$ cat config.mk
export PLATFORM = sky130hd
export DESIGN_NAME = fetch_stage
export DESIGN_NICKNAME = d
export VERILOG_FILES = /design/src/rtl/fetch_stage.sv
export SDC_FILE = /design/constraint.sdc
export NUM_CORES = 1
export LEC_CHECK = 0
export ABC_CLOCK_PERIOD_IN_PS = 3400
export CAP_MARGIN = 20
export CORE_MARGIN = 4
export CORE_UTILIZATION = 23
export CTS_BUF_LIST = sky130_fd_sc_hd__clkbuf_4
export CTS_CLUSTER_DIAMETER = 100
export DETAILED_ROUTE_END_ITERATION = 8
export SLEW_MARGIN = 20
export SYNTH_ARGS = -nofsm -noshare
export SYNTH_HDL_FRONTEND = slang
export SYNTH_SLANG_ARGS = --single-unit
$ cat constraint.sdc
create_clock -name clk -period 3.4 [get_ports clk]
set_input_delay 0.34 -clock clk [delete_from_list [all_inputs] [get_ports clk]]
set_output_delay 0.34 -clock clk [all_outputs]
set_load 0.01 [all_outputs]
$ cat src/rtl/fetch_stage.sv
// fetch_stage: owns the program counter, issues sequential word fetches to
// instruction memory, buffers in-order responses in a small queue and hands
// (insn, pc) pairs to decode. A redirect flushes the queue and drops every
// response still in flight for the old stream.
// Optional feature macro: FETCH_MISALIGN_TRAP_EN. When defined, a misaligned
// redirect target halts fetch and delivers one faulting NOP entry; otherwise
// the target's low two bits are simply cleared.

module fetch_stage #(
  parameter int              XLEN     = 32,
  parameter int              DEPTH    = 4,
  parameter logic [XLEN-1:0] RESET_PC = '0
) (
  input  logic            clk,
  input  logic            rst,
  output logic            imem_req_valid,
  input  logic            imem_req_ready,
  output logic [XLEN-1:0] imem_req_addr,
  input  logic            imem_rsp_valid,
  input  logic [31:0]     imem_rsp_data,
  input  logic            redirect_valid,
  input  logic [XLEN-1:0] redirect_pc,
  output logic            insn_valid,
  input  logic            insn_ready,
  output logic [31:0]     insn,
  output logic [XLEN-1:0] pc,
  output logic            fetch_fault
);

  localparam int AW = (DEPTH > 1) ? $clog2(DEPTH) : 1;
  localparam int CW = AW + 1;

  logic [XLEN-1:0] pc_q, pc_d;
  logic [XLEN-1:0] rspPc_q, rspPc_d;
  logic [AW-1:0]   rdPtr_q, rdPtr_d, wrPtr_q, wrPtr_d;
  logic [CW-1:0]   count_q, count_d;
  logic [CW-1:0]   outstanding_q, outstanding_d;
  logic [CW-1:0]   discard_q, discard_d;

  logic [31:0]     insnMem [DEPTH];
  logic [XLEN-1:0] pcMem   [DEPTH];

  logic            reqFire, rspLive, rspKeep, rspDrop, deqFire, enq;
  logic            haltedNow, faultEnq;
  logic [31:0]     enqInsn;
  logic [XLEN-1:0] enqPc, redirTarget;

`ifdef FETCH_MISALIGN_TRAP_EN
  logic halted_q, halted_d, faultPend_q, faultPend_d;
  logic redirHalt;
  logic faultMem [DEPTH];

  // The fault entry waits until every stale response has been dropped, so it
  // lands in an empty queue and reports the raw misaligned target.
  assign redirTarget = redirect_pc;
  assign redirHalt   = (redirect_pc[1:0] != 2'b00);
  assign haltedNow   = halted_q;
  assign faultEnq    = faultPend_q && (discard_q == '0);
  assign fetch_fault = insn_valid && faultMem[rdPtr_q];
`else
  logic unusedRedirLsb;

  assign unusedRedirLsb = ^redirect_pc[1:0];
  assign redirTarget    = {redirect_pc[XLEN-1:2], 2'b00};
  assign haltedNow      = 1'b0;
  assign faultEnq       = 1'b0;
  assign fetch_fault    = 1'b0;
`endif

  // Requests are capped so queued plus in-flight words never exceed DEPTH,
  // which guarantees a free slot for every response that comes back.
  assign imem_req_valid = !rst && !haltedNow &&
                          ((int'(count_q) + int'(outstanding_q)) < DEPTH);
  assign imem_req_addr  = pc_q;
  assign reqFire        = imem_req_valid && imem_req_ready;

  // A response with nothing outstanding belongs to a pre-reset request.
  assign rspLive = imem_rsp_valid && (outstanding_q != '0);
  assign rspDrop = rspLive && (discard_q != '0);
  assign rspKeep = rspLive && (discard_q == '0);

  // Responses come back in order, so the pc of the next kept response is
  // tracked by a counter restarted at every redirect target.
  assign enq     = rspKeep || faultEnq;
  assign enqInsn = faultEnq ? 32'h0000_0013 : imem_rsp_data;
  assign enqPc   = faultEnq ? pc_q : rspPc_q;

  assign insn_valid = (count_q != '0);
  assign deqFire    = insn_valid && insn_ready;
  assign insn       = insn_valid ? insnMem[rdPtr_q] : '0;
  assign pc         = insn_valid ? pcMem[rdPtr_q]   : '0;

  // Next-state logic; a redirect overrides every other update this cycle.
  always_comb begin
    pc_d          = pc_q;
    rspPc_d       = rspPc_q;
    rdPtr_d       = rdPtr_q;
    wrPtr_d       = wrPtr_q;
    count_d       = count_q;
    discard_d     = discard_q;
    outstanding_d = outstanding_q + CW'(reqFire) - CW'(rspLive);
`ifdef FETCH_MISALIGN_TRAP_EN
    halted_d      = halted_q;
    faultPend_d   = faultPend_q;
`endif
    if (redirect_valid) begin
      pc_d      = redirTarget;
      rspPc_d   = redirTarget;
      rdPtr_d   = '0;
      wrPtr_d   = '0;
      count_d   = '0;
      discard_d = outstanding_d;
`ifdef FETCH_MISALIGN_TRAP_EN
      halted_d    = redirHalt;
      faultPend_d = redirHalt;
`endif
    end else begin
      if (reqFire) pc_d = pc_q + XLEN'(4);
      if (rspDrop) discard_d = discard_q - CW'(1);
      if (rspKeep) rspPc_d = rspPc_q + XLEN'(4);
      if (enq)     wrPtr_d = wrPtr_q + AW'(1);
      if (deqFire) rdPtr_d = rdPtr_q + AW'(1);
      count_d = count_q + CW'(enq) - CW'(deqFire);
`ifdef FETCH_MISALIGN_TRAP_EN
      if (faultEnq) faultPend_d = 1'b0;
`endif
    end
  end

  // Control state with synchronous reset.
  always_ff @(posedge clk) begin
    if (rst) begin
      pc_q          <= RESET_PC;
      rspPc_q       <= RESET_PC;
      rdPtr_q       <= '0;
      wrPtr_q       <= '0;
      count_q       <= '0;
      outstanding_q <= '0;
      discard_q     <= '0;
`ifdef FETCH_MISALIGN_TRAP_EN
      halted_q      <= 1'b0;
      faultPend_q   <= 1'b0;
`endif
    end else begin
      pc_q          <= pc_d;
      rspPc_q       <= rspPc_d;
      rdPtr_q       <= rdPtr_d;
      wrPtr_q       <= wrPtr_d;
      count_q       <= count_d;
      outstanding_q <= outstanding_d;
      discard_q     <= discard_d;
`ifdef FETCH_MISALIGN_TRAP_EN
      halted_q      <= halted_d;
      faultPend_q   <= faultPend_d;
`endif
    end
  end

  // Queue storage; outputs are masked while empty, so no reset is needed.
  always_ff @(posedge clk) begin
    if (!rst && !redirect_valid && enq) begin
      insnMem[wrPtr_q] <= enqInsn;
      pcMem[wrPtr_q]   <= enqPc;
`ifdef FETCH_MISALIGN_TRAP_EN
      faultMem[wrPtr_q] <= faultEnq;
`endif
    end
  end

endmodule

# [After elaboration in Yosys (flattened, before gate mapping)]
# Memories as Yosys holds them, arrays and structs flattened. A register that Yosys moved wholly into a read port is not among the register bits.
# Index checks and enable logic that the tools add are counted.
[totals] input_bits=70 ff_bits=77 elab_cells=54 mem_bits_rw=256 n_memories=2
[classes] add_sub_neg=10 n_reduce_logical=18 order_cmp=1 mux=14
[mem_list] memory="insnMem" words=4 width=32 read_ports=1 rd_ports_with_merged_regs=1 wr=1 line_no="40" source="logic [31:0] insnMem [DEPTH];"
[mem_list] memory="pcMem" words=4 width=32 read_ports=1 rd_ports_with_merged_regs=1 wr=1 line_no="41" source="logic [XLEN-1:0] pcMem [DEPTH];"
[op_table] cell="two-way mux 32 bit" n=6
[op_table] cell="adder 32 x 3 -> 32 bit (second input constant)" n=2
[op_table] cell="nonzero test 3 bit" n=3
[op_table] cell="logical AND 1 bit" n=8
[op_table] cell="two-way mux 2 bit" n=4
[op_table] cell="adder 3 x 1 -> 3 bit" n=2
[op_table] cell="two-way mux 3 bit" n=2
[op_table] cell="nonzero test 2 bit" n=3
[op_table] cell="subtractor 3 x 1 -> 3 bit" n=2
[op_table] cell="adder 2 x 1 -> 2 bit (second input constant)" n=2
[op_table] cell="adder 3 x 3 -> 4 bit" n=1
[op_table] cell="less-than comparator 4 x 3 -> 1 bit (second input constant)" n=1
[op_table] cell="zero test 3 bit" n=1
[op_table] cell="subtractor 3 x 1 -> 3 bit (second input constant)" n=1
[op_table] cell="zero test 1 bit" n=2
[op_table] cell="two-way mux 1 bit" n=2
[op_table] cell="OR reduction 2 bit" n=1

# [Logic depth before layout (Yosys ltp)]
[depth] word_depth=7 depth_mapped=13 mapped_depth_nobuf=12

# [Worst setup path after synthesis]
# Ideal clock, no wire load.
[synth_path] path_type="flip-flop to flip-flop" from="reg discard_q[0]" to="mem insnMem[0][0], enable pin" setup_ps=427 setup_slack_ps=206 required_time_ps=2973 synth_period_minus_slack_ps=3194 arrival_time_ps=2767 path_stages_with_launch=7 cell_sequence="dfxtp_1 -> inv_1 -> ha_1 -> nand3b_1 -> nor2_1 -> clkbuf_1 -> and3_1"
[synth_via] elab_chain_len=5
[synth_rtl] element="from (decl)" line_no="38" source="logic [CW-1:0] discard_q, discard_d;"
[synth_rtl] element="from (signal assigned)" line_no="151" source="discard_q <= discard_d;"
[synth_rtl] element="zero test 3 bit" line_no="80" source="assign rspKeep = rspLive && (discard_q == '0);"
[synth_rtl] element="logical AND 1 bit" line_no="80"
[synth_rtl] element="logical AND 1 bit" line_no="161" source="if (!rst && !redirect_valid && enq) begin"
[synth_rtl] element="two-way mux 1 bit" line_no="161"
[synth_rtl] element="two-way mux 1 bit (not written as such)" line_no="162" source="insnMem[wrPtr_q] <= enqInsn;"
[synth_rtl] element="to (decl)" line_no="40"
# Every way passes these cells.

==> flow_summary.json <==
{
  "run_status": "complete, no violations",
  "drt-total-wl_um": 36280,
  "dr.pass1.iters": 4,
  "grt_overflow_total": 0,
  "num-nets-final": 1259,
  "synth_area_sq_um": 13900,
  "synth_cells": 957,
  "drc": 0,
  "core_area_sq_um": 59460,
  "critPathSlowestCell": "mux4_2",
  "fin_crit_ns": 3.186,
  "pin_count": 169,
  "start_util_pct": 23.37,
  "routedWlPerCell_um": 18.02,
  "dieArea_sq_um": 64410,
  "timing.final.ws_setup_ns": 0.2142,
  "cp_max_fo": 43,
  "grt_max_degree": 65,
  "fin_area_sq_um": 17620,
  "ir_worst_vdd_uv": 223.7,
  "cts_root_buffer": "clkbuf_4",
  "insertion_delay_ns": 0.81,
  "dr.first_iter.drc_count": 419,
  "power_mw": 9.615,
  "slew_viol_final": 0,
  "avgSynthCellArea_sq_um": 14.52,
  "endpoint_kind": "output port",
  "syn2layout_area_growth_pct": 26.78,
  "hpwl_um": 23620,
  "cts_max_path_buffers": 3,
  "clk_pin_slew_worst_paths_ns": 0.06,
  "cp-start-kind": "flip-flop",
  "synth.distinct_cells": 58,
  "timing.slew.headroom_pct": 47.73,
  "tns_ns": 0,
  "synth_edf_count": 248,
  "die_w_um": 253.8,
  "grt_usage_pct": 11.20,
  "cts_num_sinks": 323,
  "fin_crit_sh_pct": 93.70,
  "grt_setup_unrepaired": "no",
  "drt-vias-per-instance": 4.545,
  "h-tree-depth": 3,
  "postCtsSetupBuffers": 0,
  "port_buffers": 161,
  "cp_top_family": "buffers and inverters",
  "setup_violations": 0,
  "worst-path-buf-inv": 2,
  "rows": 89,
  "hold_path.class": "input port to flip-flop",
  "antenna_found_initial": 3,
  "die_h_um": 253.8,
  "vias": 9149,
  "cp_cell_sequence": "buf_16 > mux4_2 > and2_1 > clkdlybuf4s50_1",
  "worstPathArrival_ns": 2.85,
  "drive_gt1_share_pct": 19.37,
  "synth-warning-count": 0,
  "slowest_delay_ns": 0.61,
  "hold_viol": 0,
  "worstPathRequired_ns": 3.06,
  "fmax_mhz": 313.9,
  "cts_buffers": 90,
  "nFillCells": 6053,
  "synth-seq-area-share_pct": 64.40,
  "place_ws_ns": 0.3074,
  "worstMarginPinSlew_ns": 0.7776,
  "ys.flop_type": "edfxtp_1",
  "synth-seq-cells": 323,
  "first_global_vias": 9462,
  "routabilityCongestion": 0.7945,
  "skew_ns": 0.06328,
  "synth-async-reset-ratio_pct": 0,
  "drv_cap": 0,
  "grt_pass1_wl_um": 55280,
  "ant_nets": 0,
  "placed_cell_area_sq_um": 16470,
  "p_per_area_nw_per_um2": 545.8,
  "critical_path_class": "flip-flop to output port",
  "cts_tree": "yes",
  "p_leak_nw": 5.702
}
[cell usage in the layout, fill, tap and decap left out, types with 8 or more instances in the layout]
| cell | n |
|---|---|
| edfxtp_1 | 248 |
| or4_1 | 12 |
| ha_1 | 14 |
| and4_1 | 13 |
| o31a_1 | 8 |
| buf_4 | 11 |
| or3_1 | 8 |
| dfxtp_1 | 73 |
| o21bai_1 | 10 |
| nand2_1 | 35 |
| o31ai_1 | 13 |
| a31oi_1 | 19 |
| nor4_1 | 24 |
| and3_1 | 13 |
| inv_1 | 37 |
| nand3_1 | 23 |
| a21oi_1 | 22 |
| nor3_1 | 10 |
| a211oi_1 | 18 |
| clkbuf_4 | 131 |
| mux4_2 | 62 |
| o21ai_0 | 10 |
| o311ai_0 | 10 |
| nor2_1 | 30 |
| clkdlybuf4s50_1 | 160 |
| a21boi_0 | 12 |
| xnor2_1 | 10 |
| nand4_1 | 24 |
| clkinv_1 | 14 |
| xor2_1 | 9 |
| and2_1 | 73 |
[per-layer routing]
metal | up-vias | routed length, um | GRT usage [%]
li1 | 4261 | - | -
met1 | 4533 | 15630 | 13.93
met2 | 288 | 17100 | 18.15
met3 | 63 | 2705 | 3.817
met4 | 4 | 815 | 4.122
met5 | - | 27 | 0
[worst paths after layout]
path | startpoint | to | slack [ns] | cells past startpoint
max reg2reg | outstanding_q[2]$_SDFF_PP0_ | discard_q[2]$_SDFFE_PP0P_ | 0.46 | 12
max | flip-flop | pc[3] | 0.21 | 4
min reg2reg | wrPtr_q[1]$_SDFFE_PP0P_ | wrPtr_q[1]$_SDFFE_PP0P_ | 0.50 | 2
min | imem_rsp_data[20] | insnMem[1][20]$_DFFE_PP_ | 0.20 | 1
[cells in the mapped netlist (3+ instances only)]
cell	n	area [sq um]
mux4_2	62	1396
buf_4	5	37.54
and2_1	73	456.7
nand2_1	35	131.4
nand3_1	23	115.1
o21ai_0	10	50.05
o31ai_1	13	97.59
inv_1	37	138.9
or3_1	9	56.30
ha_1	14	175.2
and4_1	13	113.9
edfxtp_1	248	7447
a211oi_1	18	135.1
or4_1	12	90.09
nor4_1	24	150.1
and3_1	17	106.4
a21boi_0	12	90.09
xor2_1	9	78.83
nor2_1	30	112.6
o21bai_1	10	75.07
nor3_1	10	50.05
a311oi_1	6	52.55
a211o_1	3	26.28
clkbuf_1	46	172.7
dfxtp_1	75	1501
nor2b_1	6	37.54
o311ai_0	10	87.58
o311a_1	4	40.04
xnor2_1	10	87.58
a31oi_1	19	118.9
buf_2	9	45.04
o31a_1	8	70.07
a21oi_1	22	110.1
nand4_1	24	150.1
[cell type report]
| class | count | area [sq um] | area share, % |
|---|---|---|---|
| Multi-Input combinational cell | 539 | 4567 | 25.92 |
| Antenna cell | 1 | 2.502 | 0.01420 |
| Timing Repair Buffer | 182 | 1869 | 10.61 |
| Clock buffer | 131 | 983.4 | 5.582 |
| Clock inverter | 27 | 135.1 | 0.7670 |
| Inverter | 37 | 138.9 | 0.7884 |
| Sequential cell | 323 | 8954 | 50.82 |
| Tap cell | 773 | 967.2 | 5.490 |
[state kept, by name, summed over array words and instances (netlist names), named ones only]
register / cells
insnMem: 128
pcMem: 120
rdPtr_q: 2
discard_q: 3
outstanding_q: 3
wrPtr_q: 2
count_q: 3
imem_req_addr: 30
enqPc: 30
[timing repair]
action | in CTS | in global routing
endpoints found under the setup margin | 0 | 10
resized for setup | 0 | 3
hold buffers | 1 | 0
hold endpoints to repair | 1 | 0
[power by group]
group | switching (mW) | total, mW | leakage [nW] | internal (mW)
Clock | 1.63 | 3.41 | 0.666 | 1.77
Sequential | 0.151 | 4.56 | 2.87 | 4.41
Combinational | 0.830 | 1.65 | 2.16 | 0.822
Total | 2.61 | 9.62 | 5.70 | 7.00
[stage by stage]
stage	std cells	hold WS [ns]	utilization, %
after floorplan	961	0.4389	-
after global placement	1853	0.4841	27.70
after detailed placement	1853	0.4939	27.70
after CTS	2012	0.07094	29.60
after global routing	2013	0.1089	29.63
final	2013	0.1962	29.63
[cells by family (layout without fill, tap and decap cells)]
| group | Yosys count | count (layout) | share of synthesized area [%] |
|---|---|---|---|
| other | 1 | 6 | 0.02699 |
| AOI/OAI and AO/OA | 146 | 146 | 7.582 |
| DFF | 323 | 323 | 64.40 |
| and+or+nand+nor | 289 | 289 | 12.16 |
| muxes | 64 | 64 | 10.19 |
| adders and majority gates | 16 | 16 | 1.549 |
| buffers and inverters | 99 | 377 | 2.890 |
| xor gates and xnor gates | 19 | 19 | 1.198 |
Power figures use the tool's default switching activity.
